`src/rtl/serial_byte_receiver.sv`:
```
// Asynchronous serial byte receiver with optional parity, framing/overrun
// flags, a single-byte holding register and a valid/ready consumer handshake.
module serial_byte_receiver #(
    parameter int CLK_FREQ  = 50000000,
    parameter int BAUD_RATE = 115200,
    parameter int PARITY    = 1
) (
    input  logic       clk,
    input  logic       rst,
    input  logic       rx,
    output logic [7:0] rx_data,
    output logic       rx_valid,
    input  logic       rx_ready,
    output logic       rx_parity_err,
    output logic       rx_frame_err,
    output logic       rx_overrun,
    output logic       rx_busy
);

    localparam int DIV  = CLK_FREQ / BAUD_RATE;
    localparam int HALF = DIV / 2;
    localparam int CW   = (DIV > 1) ? $clog2(DIV) : 1;

    localparam logic [CW-1:0] DIV_M1  = CW'(DIV - 1);
    localparam logic [CW-1:0] HALF_M1 = CW'(HALF - 1);
    localparam logic [CW-1:0] SETTLE  = CW'(2);

    typedef enum logic [2:0] {
        S_IDLE,
        S_START,
        S_DATA,
        S_PARITY,
        S_STOP,
        S_BREAK
    } state_t;

    state_t        state, state_n;
    logic          sync1, rx_s;
    logic [CW-1:0] cnt, cnt_n;
    logic [2:0]    bit_idx, bit_idx_n;
    logic [7:0]    shreg, shreg_n;
    logic          perr, perr_n;
    logic          deliver;
    logic          tick;

    assign tick = (cnt == DIV_M1);

    always_ff @(posedge clk) begin
        if (rst) begin
            sync1   <= 1'b1;
            rx_s    <= 1'b1;
            state   <= S_BREAK;
            cnt     <= '0;
            bit_idx <= '0;
            shreg   <= '0;
            perr    <= 1'b0;
        end else begin
            sync1   <= rx;
            rx_s    <= sync1;
            state   <= state_n;
            cnt     <= cnt_n;
            bit_idx <= bit_idx_n;
            shreg   <= shreg_n;
            perr    <= perr_n;
        end
    end

    always_comb begin
        state_n   = state;
        cnt_n     = cnt;
        bit_idx_n = bit_idx;
        shreg_n   = shreg;
        perr_n    = perr;
        deliver   = 1'b0;
        unique case (state)
            S_IDLE: begin
                if (!rx_s) begin
                    state_n = S_START;
                    cnt_n   = '0;
                end
            end
            S_START: begin
                if (cnt == HALF_M1) begin
                    cnt_n = '0;
                    if (!rx_s) begin
                        state_n   = S_DATA;
                        bit_idx_n = '0;
                        perr_n    = 1'b0;
                    end else begin
                        state_n = S_IDLE;
                    end
                end else begin
                    cnt_n = cnt + 1'b1;
                end
            end
            S_DATA: begin
                if (tick) begin
                    shreg_n[bit_idx] = rx_s;
                    cnt_n            = '0;
                    bit_idx_n        = bit_idx + 1'b1;
                    if (bit_idx == 3'd7) begin
                        state_n = (PARITY != 0) ? S_PARITY : S_STOP;
                    end
                end else begin
                    cnt_n = cnt + 1'b1;
                end
            end
            S_PARITY: begin
                if (tick) begin
                    perr_n  = ((^shreg) ^ rx_s) == (PARITY == 1);
                    cnt_n   = '0;
                    state_n = S_STOP;
                end else begin
                    cnt_n = cnt + 1'b1;
                end
            end
            S_STOP: begin
                if (tick) begin
                    deliver = 1'b1;
                    cnt_n   = '0;
                    state_n = rx_s ? S_IDLE : S_BREAK;
                end else begin
                    cnt_n = cnt + 1'b1;
                end
            end
            S_BREAK: begin
                // let the synchronizer flush its reset value before trusting rx_s
                if (cnt != SETTLE) begin
                    cnt_n = cnt + 1'b1;
                end else if (rx_s) begin
                    state_n = S_IDLE;
                    cnt_n   = '0;
                end
            end
            default: begin
                state_n = S_BREAK;
                cnt_n   = '0;
            end
        endcase
    end

    always_ff @(posedge clk) begin
        if (rst) begin
            rx_data       <= 8'h00;
            rx_valid      <= 1'b0;
            rx_parity_err <= 1'b0;
            rx_frame_err  <= 1'b0;
            rx_overrun    <= 1'b0;
        end else if (deliver) begin
            if (rx_valid && !rx_ready) begin
                rx_overrun <= 1'b1;
            end else begin
                rx_data       <= shreg;
                rx_parity_err <= perr;
                rx_frame_err  <= ~rx_s;
                rx_valid      <= 1'b1;
            end
        end else if (rx_valid && rx_ready) begin
            rx_valid   <= 1'b0;
            rx_overrun <= 1'b0;
        end
    end

    assign rx_busy = (state == S_START) || (state == S_DATA) ||
                     (state == S_PARITY) || (state == S_STOP);

endmodule

```
`config.mk`:
```
export PLATFORM = sky130hd
export DESIGN_NAME = serial_byte_receiver
export DESIGN_NICKNAME = d
export VERILOG_FILES = /design/src/rtl/serial_byte_receiver.sv
export SDC_FILE = /design/constraint.sdc
export NUM_CORES = 1
export LEC_CHECK = 0
export BUFFER_PORTS_ARGS = -buffer_cell sky130_fd_sc_hd__buf_2
export CORE_ASPECT_RATIO = 0.6
export CORE_MARGIN = 2
export CORE_UTILIZATION = 35
export DETAILED_ROUTE_END_ITERATION = 8
export PLACE_DENSITY = 0.52
export SLEW_MARGIN = 20
export SYNTH_ARGS = -nofsm -noshare
export SYNTH_HDL_FRONTEND = slang
export SYNTH_SLANG_ARGS = --single-unit
```
`constraint.sdc`:
```
create_clock -name clk -period 3.2 [get_ports clk]
set_input_delay 0 -clock clk [delete_from_list [all_inputs] [get_ports clk]]
set_output_delay 0 -clock clk [all_outputs]
set_load 0.02 [all_outputs]
```
Word level (Yosys, flattened, before mapping)
Cells that the tools add are included.
{"block": "word_totals", "ramBits": 0, "latch_bits": 0, "reg_bits": 38, "mem_count": 0, "mem_bits_ro": 0, "out_inout_bits": 13, "word_cells": 96}
{"block": "classes", "bitwise": 3, "multipliers": 0, "n_mux": 35, "n_reduce_logical": 21, "n_eq_ne": 21, "n_div": 0, "magnitude_cmp": 2, "n_addsub": 2, "shift": 0}
{"op": "$mux W9", "n": 5}
{"op": "$mux W3", "n": 12}
{"op": "$pmux W9 S4", "n": 1}
{"op": "$ne A2 B2 Y1 const B", "n": 10}
{"op": "$pmux W3 S6", "n": 1}
{"op": "$mux W1", "n": 11}
{"op": "$reduce_and A2 Y1", "n": 5}
{"op": "$add A9 B1 Y9 const B", "n": 1}
{"op": "$eq A3 B3 Y1 const B", "n": 3}
{"op": "$eq A9 B8 Y1 const B", "n": 1}
{"op": "$eq A9 B9 Y1 const B", "n": 1}
{"op": "$ne A9 B2 Y1 const B", "n": 1}
{"op": "$bwmux W8", "n": 1}
{"op": "$reduce_and A4 Y1", "n": 2}
{"op": "$reduce_and A8 Y1", "n": 1}
{"op": "$reduce_xor A8 Y1", "n": 1}
{"op": "$eq A3 B2 Y1 const B", "n": 2}
{"op": "$pmux W3 S2", "n": 1}
{"op": "$reduce_bool A2 Y1", "n": 3}
{"op": "$lt A3 B4 Y1 const B", "n": 1}
{"op": "$add A3 B1 Y3 const B", "n": 1}
{"op": "$demux W1 S3", "n": 1}
{"op": "$eq A3 B1 Y1 const B", "n": 1}
{"op": "$ge A3 B1 Y1 const B", "n": 1}
{"op": "11 further kinds", "n": 16}

Logic depth before layout (Yosys ltp)
Gate-level depths: netlist of run 1.
{"block": "logic_depth", "ltp_word": 5, "mapped_depth": 8, "ltp_nobuf": 7}

Worst setup path before layout of run 1
OpenSTA, ideal clock, no wires.
{"block": "synth_timing", "path_type": "flip-flop to flip-flop", "start": "register cnt[1]", "end": "register state[0]", "stages_incl_launch_ff": 8, "path_slack_ns": 1.522, "arrival_ns": 1.564, "n_path_buf": 0, "setup_time_ns": 0.114, "cell_sequence": "dfxtp_1 -> inv_1 -> ha_1 -> nand4b_1 -> o22ai_1 -> o21ai_2 -> a2111o_1 -> a21o_1"}
{"block": "synth_between", "elab_chain_len": 3}
{"item": "start, declared", "line_no": "39", "text": "logic [CW-1:0] cnt, cnt_n;"}
{"item": "start signal, assigned", "line_no": "61", "text": "cnt <= cnt_n;"}
{"item": "$ne A9 B2 Y1, or another cell as far along", "line_no": "128", "text": "if (cnt != SETTLE) begin"}
{"item": "$ne A2 B2 Y1 (no source line)"}
{"item": "$reduce_and A8 Y1 (no source line) (*)"}
{"item": "end signal, assigned", "line_no": "60", "text": "state <= state_n;"}
{"item": "end, declared", "line_no": "37", "text": "state_t state, state_n;"}
Every way passes the cells marked *; elsewhere a longest branch is shown, timed or not.
A chain may end at the register's enable or synchronous reset.

Final worst setup path of run 1
{"block": "layout_timing", "start": "register state[2]", "end": "register cnt[2]"}
{"block": "layout_between", "elab_chain_len": 3}
{"item": "$eq A3 B2 Y1, or another cell as far along", "line_no": "75", "text": "unique case (state)"}
{"item": "$reduce_or A3 Y1 (no source line), or another cell as far along"}
{"item": "$pmux W9 S4 / $reduce_and A2 Y1 (equally long branches)"}
Parallel ways exist; a longest one is shown, timed or not.

==> results.json, run 1 <==
{
  "status": "finished, final reports clean",
  "crit_slowest_cell": "dfxtp_1",
  "portBuffers": 16,
  "vias_per_cell": 5.21,
  "worstPathCellList": "nor3b_1 > o22ai_1 > o21ai_2 > nor3_2 > nor4_1",
  "dp_hpwl_microns": 2970,
  "final_core_util_pct": 40.1,
  "gr-total-overflow": 0,
  "clkPwrFrac_pct": 32.2,
  "die_h_microns": 62.3,
  "num_io_pins": 17,
  "crit_buf_inv": 0,
  "mappedNetlistNets": 234,
  "route.detailed.drc": 0,
  "p_switching_uw": 326,
  "globalplace.congestion": 0.773,
  "syn_inst": 224,
  "core_area_sq_um": 5520,
  "cts.sinks": 38,
  "root_buffer": "clkbuf_8",
  "max_slew_margin_pct": 48.3,
  "p_per_area_nw_per_um2": 481,
  "timing.setup.tns_ns": 0,
  "clock_latency_ns": 0.29,
  "dr.pass1.iters": 4,
  "ant_nets": 0,
  "seq_power_share_pct": 50.1,
  "cp_max_fo": 13,
  "die_x_microns": 101,
  "report.final.slew_viol_count": 0,
  "worstSetupPathType": "reg2reg",
  "fin_nets": 248,
  "cpPeakStageDelay_ns": 0.62,
  "layout-drive-gt1-share_pct": 15.1,
  "timing.fmax_mhz": 484,
  "hold_class": "in2reg",
  "async_flop_share_pct": 0,
  "cts_max_level": 2,
  "yosysUniqueCellTypes": 45,
  "cts_tree": "yes",
  "cp.required_ns": 3.38,
  "synth_edf_count": 0,
  "num_vias": 1606,
  "rows": 21,
  "n_antenna_cell": 0,
  "setup_viol": 0,
  "grt_usage_pct": 15.0,
  "cts_resized": 0,
  "syn_area_sq_um": 1990,
  "maxCapViolations": 0,
  "period_needed_ns": 2.07,
  "cts.clk_slew.worst_paths_ns": 0.07,
  "ys.flop_type": "dfxtp_1",
  "grt_pass1_vias": 1449,
  "wl_per_cell_microns": 13.8,
  "cts_inserted_buffers": 5,
  "drt_iter0_markers": 141,
  "clock_skew_ns": 0.00359,
  "cp.arrival_ns": 2.25,
  "leakagePower_uw": 0.000890,
  "ir_drop_v": 0.000178,
  "drt-total-wl_microns": 4250,
  "synth-seq-area-share_pct": 38.3,
  "startpoint_type": "flip-flop",
  "power.internal_uw": 737,
  "rsz0062_at_grt": "false",
  "dieArea_sq_um": 6310,
  "crit_family": "simple AND/OR/NAND/NOR gates",
  "floorplan.initialDensity_pct": 36.0,
  "clockBufferDepth": 2,
  "antenna_found_initial": 0,
  "syn_to_final_growth_pct": 11.3,
  "grt_pass1_wl_microns": 7440,
  "tightest_slew_ns": 0.776,
  "grt_max_degree": 43,
  "final_hold_viol_count": 0,
  "switching_share_pct": 30.6,
  "combPwrFrac_pct": 17.7,
  "syn_avg_cell_area_sq_um": 8.86,
  "synth-seq-cells": 38,
  "yosys_warnings": 0,
  "period_share_pct": 64.6,
  "setup.worst_path.end_class": "flip-flop"
}
-- power by group through the flow --
stage                     registers (uW)  clock network, uW  logic [uW]
final                                532                342         188
after global routing                 537                374         219
after CTS                            531                353         188
after detailed placement             542                  0         186
after global placement               542                  0         189
after floorplan                      519                  0         161
-- final timing paths --
check | slack [ns] | start | depth (start not counted) | to
worst max register to register | 1.13 | state[2] | 5 | cnt[2]
worst max-delay path | 1.13 | state[2] | 5 | cnt[2]
worst min register to register | 0.42 | sync1 | 1 | rx_s
worst min-delay path | 0.02 | rx_ready | 3 | rx_valid
-- area by class of cell --
cell class              count  area, sq um
fillers                   561         3310
multi-input cells         167         1140
flip-flops and latches     38          761
repair buffers             19          105
clock buffers               7         86.3
well taps                  69         86.3
inverters                   7         26.3
clock inverters             1         5.00
-- sequential cells by signal, indices dropped and copies added, names as in the netlist --
register	flops
state	3
bit_idx	3
rx_overrun	1
sync1	1
cnt	9
rx_frame_err	1
rx_s	1
perr	1
shreg	8
rx_valid	1
rx_data	8
rx_parity_err	1
-- logic make-up (layout without fill, tap and decap cells) --
group / count (synthesis) / in the layout / share of synthesized area [%]
mux: 21 / 21 / 10.6
xor+xnor: 8 / 8 / 4.22
simple gates: 100 / 100 / 27.5
compound gates: 32 / 32 / 11.3
flops: 38 / 38 / 38.3
fa+ha+maj: 6 / 6 / 3.78
buf+inv: 19 / 34 / 4.22
-- placed cells by master (no fill, tap or decap), types with 6 or more instances in the layout --
| master | Yosys | layout |
|---|---|---|
| dfxtp_1 | 38 | 38 |
| nor2_1 | 36 | 36 |
| mux2i_1 | 21 | 21 |
| buf_2 | 4 | 16 |
| nand2_1 | 13 | 13 |
| nand3_1 | 10 | 10 |
| nand2b_1 | 8 | 8 |
| inv_1 | 7 | 7 |
| a21oi_1 | 7 | 7 |
| nor3_1 | 7 | 7 |
| xnor2_1 | 6 | 6 |
| ha_1 | 6 | 6 |
| clkbuf_8 | 0 | 6 |
-- layer usage --
layer | track usage [%] | share of wire [%] | vias to the layer above
li1 | - | - | 828
met1 | 25.0 | 59 | 730
met2 | 17.5 | 34 | 41
met3 | 4.28 | 6.1 | 7
met4 | 4.73 | 0.99 | 0
met5 | 0 | 0 | -
-- per-stage QoR --
stage	std cells	total power, uW	cell area [sq um]	worst slack [ns]	hold WS (ns)
after floorplan	224	680	1990	1.52	0.104
after global placement	299	731	2110	1.23	0.182
after detailed placement	299	728	2110	1.19	0.187
after CTS	308	1070	2210	1.17	0.0140
after global routing	308	1130	2210	0.863	0.0469
final	308	1060	2210	1.13	0.0218
-- cells in the mapped netlist (all sizes together) (2+ instances only) --
| library cell | n | area (sq um) |
|---|---|---|
| nor3b | 3 | 27.5 |
| mux2i | 21 | 210 |
| ha | 6 | 75.1 |
| a31oi | 2 | 12.5 |
| and2 | 2 | 12.5 |
| nand4 | 5 | 31.3 |
| nand2 | 13 | 48.8 |
| buf | 5 | 31.3 |
| a211oi | 3 | 22.5 |
| a21oi | 7 | 35.0 |
| clkbuf | 7 | 26.3 |
| nor2 | 36 | 135 |
| nor4 | 5 | 37.5 |
| inv | 7 | 26.3 |
| o22ai | 4 | 25.0 |
| nand3 | 10 | 50.1 |
| dfxtp | 38 | 761 |
| xnor2 | 6 | 52.6 |
| o32ai | 3 | 33.8 |
| nor3 | 9 | 55.1 |
| o21ai | 5 | 28.8 |
| or2 | 2 | 12.5 |
| nand2b | 8 | 50.1 |
| a21o | 2 | 15.0 |
-- worst register-to-register path, stage by stage (launching register included) --
cell     delay, ns
dfxtp_1       0.62
nor3b_1       0.48
o22ai_1       0.17
o21ai_2       0.21
nor3_2        0.16
nor4_1        0.33
-- what timing repair did --
item	4_1_cts	5_1_grt
hold buffers	1	0
hold endpoints to repair	1	0
buffers inserted	0	0
(Power assumes the default switching activity.)
==> run 2: changes to the inputs <==
==> constraint.sdc (replaced) <==
create_clock -name clk -period 1.95 [get_ports clk]
set_input_delay 0 -clock clk [delete_from_list [all_inputs] [get_ports clk]]
set_output_delay 0 -clock clk [all_outputs]
set_load 0.02 [all_outputs]
==> run 2 against run 1 <==
Against the previous run: die area unchanged; clock power up 92%; total power up 85%; highest routed layer unchanged; combinational power up 150%; via count up 3.1%; sequential power up 60%.
==> results.json, run 2 (synthesis results as in run 1) <==
{
  "drt_iter0_markers": 124,
  "fin_nets": 265,
  "clock_latency_ns": 0.29,
  "timing.fmax_mhz": 532,
  "power_uw": 1970,
  "dieArea_sq_um": 6310,
  "worstSetupPathType": "reg2reg",
  "timing.setup.tns_ns": 0,
  "gr-total-overflow": 0,
  "ant_nets": 0,
  "route.detailed.drc": 0,
  "rows": 21,
  "grt_pass1_wl_microns": 7650,
  "clockBufferDepth": 2,
  "cp_max_fo": 7,
  "cp.arrival_ns": 2.07,
  "mostFrequentLayoutCells": "dfxtp_1 (37), nor2_1 (36), mux2i_1 (21)",
  "worstPathCellList": "inv_1 > ha_1 > nand4b_1 > o22ai_2 > o21ai_4 > a2111o_1 > a21o_1",
  "cp.required_ns": 2.14,
  "cts.sinks": 38,
  "final_hold_viol_count": 0,
  "whs_ns": 0.0413,
  "clock_skew_ns": 0.00642,
  "report.final.slew_viol_count": 0,
  "die_x_microns": 101,
  "cts.clk_slew.worst_paths_ns": 0.07,
  "max_slew_margin_pct": 58.7,
  "period_share_pct": 96.3,
  "cts_tree": "yes",
  "status": "finished, final reports clean",
  "dr.pass1.iters": 4,
  "grt_usage_pct": 15.7,
  "die_h_microns": 62.3,
  "startpoint_type": "flip-flop",
  "syn_to_final_growth_pct": 20.9,
  "drt-total-wl_microns": 4630,
  "floorplan.initialDensity_pct": 36.0,
  "setup_viol": 0,
  "period_needed_ns": 1.88,
  "dp_hpwl_microns": 3300,
  "tightest_slew_ns": 0.620,
  "p_per_area_nw_per_um2": 819,
  "globalplace.congestion": 0.841,
  "largest_registers": "cnt (9), rx_data (8), shreg (8)",
  "leakagePower_uw": 0.000996,
  "grt_pass1_vias": 1483,
  "cpPeakStageDelay_ns": 0.40,
  "num_io_pins": 17,
  "wl_per_cell_microns": 14.2,
  "num_vias": 1656,
  "crit_slowest_cell": "a2111o_1",
  "cts_inserted_buffers": 5,
  "top_register": "cnt",
  "maxCapViolations": 0,
  "largest_reg_flops": 9,
  "ir_drop_v": 0.000412,
  "n_antenna_cell": 0,
  "core_area_sq_um": 5520,
  "setup.worst_path.end_class": "flip-flop",
  "antenna_found_initial": 0,
  "final_common_cell": "dfxtp_1",
  "hold_class": "in2reg",
  "layout-drive-gt1-share_pct": 22.3,
  "final_core_util_pct": 43.5,
  "root_buffer": "clkbuf_8",
  "cts_max_level": 2,
  "vias_per_cell": 5.10,
  "grt_max_degree": 34,
  "portBuffers": 16
}
-- run 2: area by class of cell --
class	count	area [sq um]
sequential	38	762
inverter	7	26.3
tap	69	86.3
timing repair buffer	36	245
clock buffer	5	68.8
fill	532	3120
multi-input combinational	167	1170
clock inverter	3	40.0
-- run 2: per-stage QoR --
step | setup WS, ns | cells | area (sq um)
global route | -0.0560 | 325 | 2400
finish | 0.0716 | 325 | 2400
global placement | 0.0992 | 312 | 2220
detailed placement | 0.0920 | 312 | 2220
CTS | 0.0895 | 321 | 2340
floorplan | 0.272 | 224 | 1990
-- run 2: critical path: cells and delay by family (launching register included) --
family / cells / cell delay, ns
DFF: 1 / 0.35
and+or+nand+nor: 1 / 0.21
adders and majority gates: 1 / 0.17
AOI/OAI and AO/OA: 4 / 0.96
buffers and inverters: 1 / 0.08
-- run 2: worst paths after layout --
path                            startpoint  cells past startpoint         end  slack [ns]
worst max register to register      cnt[1]                      7    state[0]        0.07
worst min-delay path              rx_ready                      3  rx_overrun        0.04
worst min register to register       sync1                      1        rx_s        0.42
worst max-delay path                cnt[1]                      7    state[0]        0.07
-- run 2: repair_timing --
item,4_1_cts,5_1_grt
setup endpoints to repair,0,7
gates resized for setup,0,6
buffers inserted,0,4
hold endpoints to repair,1,0
hold buffers,1,0
-- run 2: power by group --
group          switching, uW  internal [uW]
Clock                    280            377
Sequential              40.2            809
Combinational            259            202
-- run 2: routing by layer --
layer  global-route usage, %  part of all wire [%]  up-vias
li1                        -                     -      856
met1                    27.0                    59      749
met2                    17.7                    34       46
met3                    4.05                   6.0        5
met4                    4.56                  0.78        0
met5                       0                     0        -
